`src/rtl/iob_plic_claim_arbiter.sv`:
```
// iob_plic_claim_arbiter: per-target PLIC scheduler with a claim/complete handshake.
// It scans the interrupt sources one per cycle and keeps the highest-priority eligible
// source as the candidate. Ties go to the lowest ID. After the last source, it publishes
// the candidate as best_id and drives irq.
// A claim returns best_id, pulses that source's gateway clear and marks the source
// in-service until a complete arrives.
// The per-source priorities arrive on priority_flat. The plain name is a reserved word.
// Optional feature: define PLIC_THRESHOLD_EN to require prio > threshold for eligibility.
module iob_plic_claim_arbiter #(
  parameter int unsigned SOURCES    = 8,
  parameter int unsigned PRIORITIES = 8,
  parameter int unsigned PRIO_W     = $clog2(PRIORITIES),
  parameter int unsigned ID_W       = $clog2(SOURCES + 1)
) (
  input  logic                        clk,
  input  logic                        rst,
  input  logic [SOURCES-1:0]          pending,
  input  logic [SOURCES-1:0]          enable,
  input  logic [SOURCES*PRIO_W-1:0]   priority_flat,
  input  logic [PRIO_W-1:0]           threshold,
  input  logic                        claim_valid,
  output logic                        claim_ready,
  output logic [ID_W-1:0]             claim_id,
  input  logic                        complete_valid,
  input  logic [ID_W-1:0]             complete_id,
  output logic [SOURCES-1:0]          clear,
  output logic                        irq,
  output logic [ID_W-1:0]             best_id
);

  typedef enum logic {
    ST_SCAN    = 1'b0,
    ST_PUBLISH = 1'b1
  } state_e;

  state_e              state_q, state_d;
  logic [ID_W-1:0]     index_q, index_d;
  logic [ID_W-1:0]     cand_id_q, cand_id_d;
  logic [PRIO_W-1:0]   cand_prio_q, cand_prio_d;
  logic [ID_W-1:0]     best_id_q, best_id_d;
  logic                irq_q, irq_d;
  logic                claim_ready_q, claim_ready_d;
  logic [ID_W-1:0]     claim_id_q, claim_id_d;
  logic [SOURCES-1:0]  clear_q, clear_d;
  logic [SOURCES-1:0]  in_service_q, in_service_d;

  logic                sel_pend_c;
  logic                sel_en_c;
  logic                sel_ins_c;
  logic [PRIO_W-1:0]   sel_prio_c;
  logic                sel_elig_c;
  logic                claim_win_c;
  logic                complete_hit_c;

  // Pick out the inputs of the source that the scan index points at
  always_comb begin
    sel_pend_c = 1'b0;
    sel_en_c   = 1'b0;
    sel_ins_c  = 1'b0;
    sel_prio_c = '0;
    for (int unsigned s = 0; s < SOURCES; s++) begin
      if (index_q == ID_W'(s + 1)) begin
        sel_pend_c = pending[s];
        sel_en_c   = enable[s];
        sel_ins_c  = in_service_q[s];
        sel_prio_c = priority_flat[s*PRIO_W +: PRIO_W];
      end
    end
  end

  // Eligibility of the currently scanned source
  always_comb begin
    sel_elig_c = sel_pend_c & sel_en_c & ~sel_ins_c & (sel_prio_c != '0);
`ifdef PLIC_THRESHOLD_EN
    sel_elig_c = sel_elig_c & (sel_prio_c > threshold);
`endif
  end

`ifndef PLIC_THRESHOLD_EN
  // threshold only matters when the threshold feature is built in
  logic unused_threshold;
  assign unused_threshold = ^threshold;
`endif

  // A claim takes effect only when a winner is published
  assign claim_win_c    = claim_valid & (best_id_q != '0);
  assign complete_hit_c = complete_valid & (complete_id != '0) &
                          (complete_id <= ID_W'(SOURCES));

  // Claim response, gateway clear pulse and in-service tracking
  always_comb begin
    claim_ready_d = claim_valid;
    claim_id_d    = claim_valid ? best_id_q : '0;
    clear_d       = '0;
    in_service_d  = in_service_q;
    for (int unsigned s = 0; s < SOURCES; s++) begin
      if (complete_hit_c && (complete_id == ID_W'(s + 1))) begin
        in_service_d[s] = 1'b0;
      end
      // A claim applied after the complete wins when both target one ID
      if (claim_win_c && (best_id_q == ID_W'(s + 1))) begin
        in_service_d[s] = 1'b1;
        clear_d[s]      = 1'b1;
      end
    end
  end

  // Scan / publish FSM next state; a successful claim aborts and restarts the scan
  always_comb begin
    state_d     = state_q;
    index_d     = index_q;
    cand_id_d   = cand_id_q;
    cand_prio_d = cand_prio_q;
    best_id_d   = best_id_q;
    irq_d       = irq_q;
    case (state_q)
      ST_SCAN: begin
        // Strictly-greater replacement keeps the lowest ID on ties
        if (sel_elig_c && (sel_prio_c > cand_prio_q)) begin
          cand_id_d   = index_q;
          cand_prio_d = sel_prio_c;
        end
        if (index_q == ID_W'(SOURCES)) begin
          state_d = ST_PUBLISH;
        end else begin
          index_d = index_q + ID_W'(1);
        end
      end
      ST_PUBLISH: begin
        best_id_d   = cand_id_q;
        irq_d       = (cand_id_q != '0);
        index_d     = ID_W'(1);
        cand_id_d   = '0;
        cand_prio_d = '0;
        state_d     = ST_SCAN;
      end
      default: begin
        state_d     = ST_SCAN;
        index_d     = ID_W'(1);
        cand_id_d   = '0;
        cand_prio_d = '0;
      end
    endcase
    if (claim_win_c) begin
      best_id_d   = '0;
      irq_d       = 1'b0;
      state_d     = ST_SCAN;
      index_d     = ID_W'(1);
      cand_id_d   = '0;
      cand_prio_d = '0;
    end
  end

  // State and output registers with synchronous reset
  always_ff @(posedge clk) begin
    if (rst) begin
      state_q       <= ST_SCAN;
      index_q       <= ID_W'(1);
      cand_id_q     <= '0;
      cand_prio_q   <= '0;
      best_id_q     <= '0;
      irq_q         <= 1'b0;
      claim_ready_q <= 1'b0;
      claim_id_q    <= '0;
      clear_q       <= '0;
      in_service_q  <= '0;
    end else begin
      state_q       <= state_d;
      index_q       <= index_d;
      cand_id_q     <= cand_id_d;
      cand_prio_q   <= cand_prio_d;
      best_id_q     <= best_id_d;
      irq_q         <= irq_d;
      claim_ready_q <= claim_ready_d;
      claim_id_q    <= claim_id_d;
      clear_q       <= clear_d;
      in_service_q  <= in_service_d;
    end
  end

  assign claim_ready = claim_ready_q;
  assign claim_id    = claim_id_q;
  assign clear       = clear_q;
  assign irq         = irq_q;
  assign best_id     = best_id_q;

endmodule

```
`config.mk`:
```
export PLATFORM = sky130hd
export DESIGN_NAME = iob_plic_claim_arbiter
export DESIGN_NICKNAME = d
export VERILOG_FILES = /design/src/rtl/iob_plic_claim_arbiter.sv
export SDC_FILE = /design/constraint.sdc
export NUM_CORES = 1
export LEC_CHECK = 0
export CELL_PAD_IN_SITES_DETAIL_PLACEMENT = 1
export CELL_PAD_IN_SITES_GLOBAL_PLACEMENT = 1
export CORE_MARGIN = 3
export CORE_UTILIZATION = 30
export DETAILED_ROUTE_END_ITERATION = 16
export PLACE_DENSITY = 0.83
export SYNTH_ARGS = -nofsm -noshare
export SYNTH_HDL_FRONTEND = slang
export SYNTH_SLANG_ARGS = --single-unit
```
`constraint.sdc`:
```
create_clock -name clk -period 3.5 [get_ports clk]
set_input_delay 0.7 -clock clk [delete_from_list [all_inputs] [get_ports clk]]
set_output_delay 0.7 -clock clk [all_outputs]
set_load 0.05 [all_outputs]
```
==> run summary <==
status = finished, final reports clean
Residual DRC = 0
Avg Vias per Cell = 5.18
Clock Path Buffers = 2
CTS tree = yes
via count = 1970
startpoint types = flip-flop
core area = 0.00642 mm^2
leading area contributor after synthesis = dfxtp_1
Async SR Flop Fraction = 0%
dpl ws = 0.115 ns
Primary FF master, synth = dfxtp_1
Sw Share = 31.3%
synthesis-to-layout area growth = 40.6%
final wirelength = 6.09 mm
Syn Inst Count = 236
period utilization = 92.2%
Placer Congestion = 0.771
Antenna Cells = 0
Final setup viols = 0
Placed Area = 0.00274 mm^2
post-synth top area share = 37.7%
hold_buf cts = 0
total gr overflow = 0
H-tree depth = 2
RSZ-0062 raised after global routing = no
Post-Syn Area per Cell = 8.56 um^2
Pre-antenna DRT Iters = 4
pin count of the biggest net entering global routing = 16
total track usage = 16.4%
commonest cells after routing, fill and taps aside = clkdlybuf4s50_1 (65), dfxtp_1 (38), nand2_1 (25)
clk slew on worst S/H paths = 0.07 ns
port bufs = 65
Die W = 88.0 um
die height = 88.0 um
antenna violations before repair = 0
cell area power density = 400 mW/mm^2
Post-CTS Setup Bufs = 0
first-pass GRT wire length = 9.87 mm
Final Hold Vio Count = 0
Seq/Total Area, Yosys = 37.7%
Post-synth EDFFs = 0
# resized after CTS = 0
DR iter-0 viols = 67
post-synth net total = 294
Seq pwr share = 41.1%
CTS Sinks = 38
setup TNS = 0 ns
most common cell after layout, fill and taps aside = clkdlybuf4s50_1
DP HPWL = 4.66 mm
# rows = 29
max_cap viols = 0
Worst-Margin Slew = 0.761 ns
Leak Pwr = 1.09 nW
Clock Skews = 0.0104 ns
peak supply drop = 0.141 mV
Psw = 0.000355 W
post-synth cell types = 54
Slew Limit Headroom = 49.1%
Max FO, Critical Path = 10
Required @ worst endpoint = 3.66 ns
Filler cells = 757
Final min period = 3.23 ns
Die Footprint = 0.00775 mm^2
TritonCTS buffer count = 5
top cells by area, synth = dfxtp_1 (38%), nand2_1 (4.6%), nor2_1 (4.5%)
post-layout instance area = 0.00284 mm^2
max frequency = 0.310 GHz
Worst-Skew Late Latency = 0.30 ns
starting density of the core = 31.4%
synthesized area = 0.00202 mm^2
WL per Instance = 16.0 um
Logic pwr share = 30.8%
CTS root buf = clkbuf_8
P_int = 0.000781 W
Clk pwr share = 28.1%
Crit. End Element = flip-flop
CP Data Arrival Time = 3.38 ns
Max Slew Vio Count = 0
HP Class = flip-flop to flip-flop
Nets = 360
vias in the first global route = 2039
worst setup margin = 0.274 ns
share of cells above drive strength 1 = 10.2%
Yosys reg bits = 38
IO Pins = 69
crit path kind = flip-flop to flip-flop
ANT nets after route = 0
Yosys warnings = 0
==> per-layer routing <==
layer  GRT usage [%]  part of all wire [%]  up-vias
met2            27.3                    47       51
met5               0                     0        -
li1                -                     -      971
met3            3.86                   5.1       11
met4            6.46                   2.0        0
met1            20.6                    46      937
==> sequential cells by signal, summed over array words and instances, names as in the netlist <==
| name | flops |
|---|---|
| best_id | 4 |
| cand_id_q | 4 |
| cand_prio_q | 3 |
| claim_id | 4 |
| claim_ready | 1 |
| clear | 8 |
| in_service_q | 8 |
| index_q | 4 |
| irq | 1 |
| state_q | 1 |
==> through the flow <==
| stage | hold slack, ns | power [W] | cells | util (%) |
|---|---|---|---|---|
| 2_1_floorplan | 0.443 | 0.000704 | 236 | - |
| 3_5_place_dp | 0.475 | 0.000818 | 372 | 42.6 |
| 5_1_grt | 0.507 | 0.00120 | 380 | 44.2 |
| 3_3_place_gp | 0.454 | 0.000809 | 372 | 42.6 |
| 4_1_cts | 0.487 | 0.00114 | 380 | 44.1 |
| 6_report | 0.487 | 0.00114 | 380 | 44.2 |
==> worst paths after layout <==
kind / from / end / slack (ns) / cells past startpoint
max: index_q[0] / cand_prio_q[0] / 0.27 / 11
min: cand_id_q[2] / cand_id_q[2] / 0.49 / 2
max reg2reg: index_q[0] / cand_prio_q[0] / 0.27 / 11
min reg2reg: cand_id_q[2] / cand_id_q[2] / 0.49 / 2
==> logic make-up after synthesis <==
family / Yosys count / synth area share, %
AO/OA/AOI/OAI: 61 / 22.1
XOR/XNOR: 3 / 1.30
adder cells (fa/ha/maj): 7 / 4.34
buffers and inverters: 24 / 6.01
flip-flops: 38 / 37.7
multiplexers: 8 / 3.97
AND/OR/NAND/NOR: 95 / 24.6
==> area by class of cell <==
cell class | instances | area [um^2] | area share (%)
Clock buffer | 6 | 82.6 | 2.91
Clock inverter | 2 | 12.5 | 0.441
Inverter | 11 | 41.3 | 1.45
Multi-Input combinational cell | 174 | 1140 | 40.2
Sequential cell | 38 | 761 | 26.8
Tap cell | 77 | 96.3 | 3.39
Timing Repair Buffer | 72 | 703 | 24.8
==> cells in the mapped netlist, types with 3 or more instances <==
cell type,n
dfxtp_1,38
nand2_1,25
nor2_1,24
a21oi_1,17
inv_1,11
nor2b_1,9
mux2i_1,8
ha_1,7
a31o_2,6
and3_1,6
nand2b_1,6
clkbuf_1,5
o21ai_0,5
buf_2,4
nand3b_1,4
a211oi_1,3
a31oi_1,3
buf_6,3
nand3_1,3
o21ai_1,3
o32ai_1,3
==> power by group through the flow <==
stage	clock network, W	logic, W	registers (W)
floorplan	0	0.000233	0.000471
global placement	0	0.000334	0.000475
detailed placement	0	0.000342	0.000477
CTS	0.000325	0.000349	0.000467
global route	0.000346	0.000387	0.000469
finish	0.000319	0.000350	0.000467
==> critical path, stage by stage (launching register included) <==
cell and delay, ns:
dfxtp_1 0.47, ha_1 0.41, or3b_1 0.38, a21oi_1 0.16, nor2_1 0.07, o311a_4 0.33, ha_1 0.30, o21a_1 0.13
o2111ai_1 0.11, a21oi_1 0.17, o311a_1 0.40, o32ai_1 0.16
No activity file was read; power rests on OpenSTA's default activity.
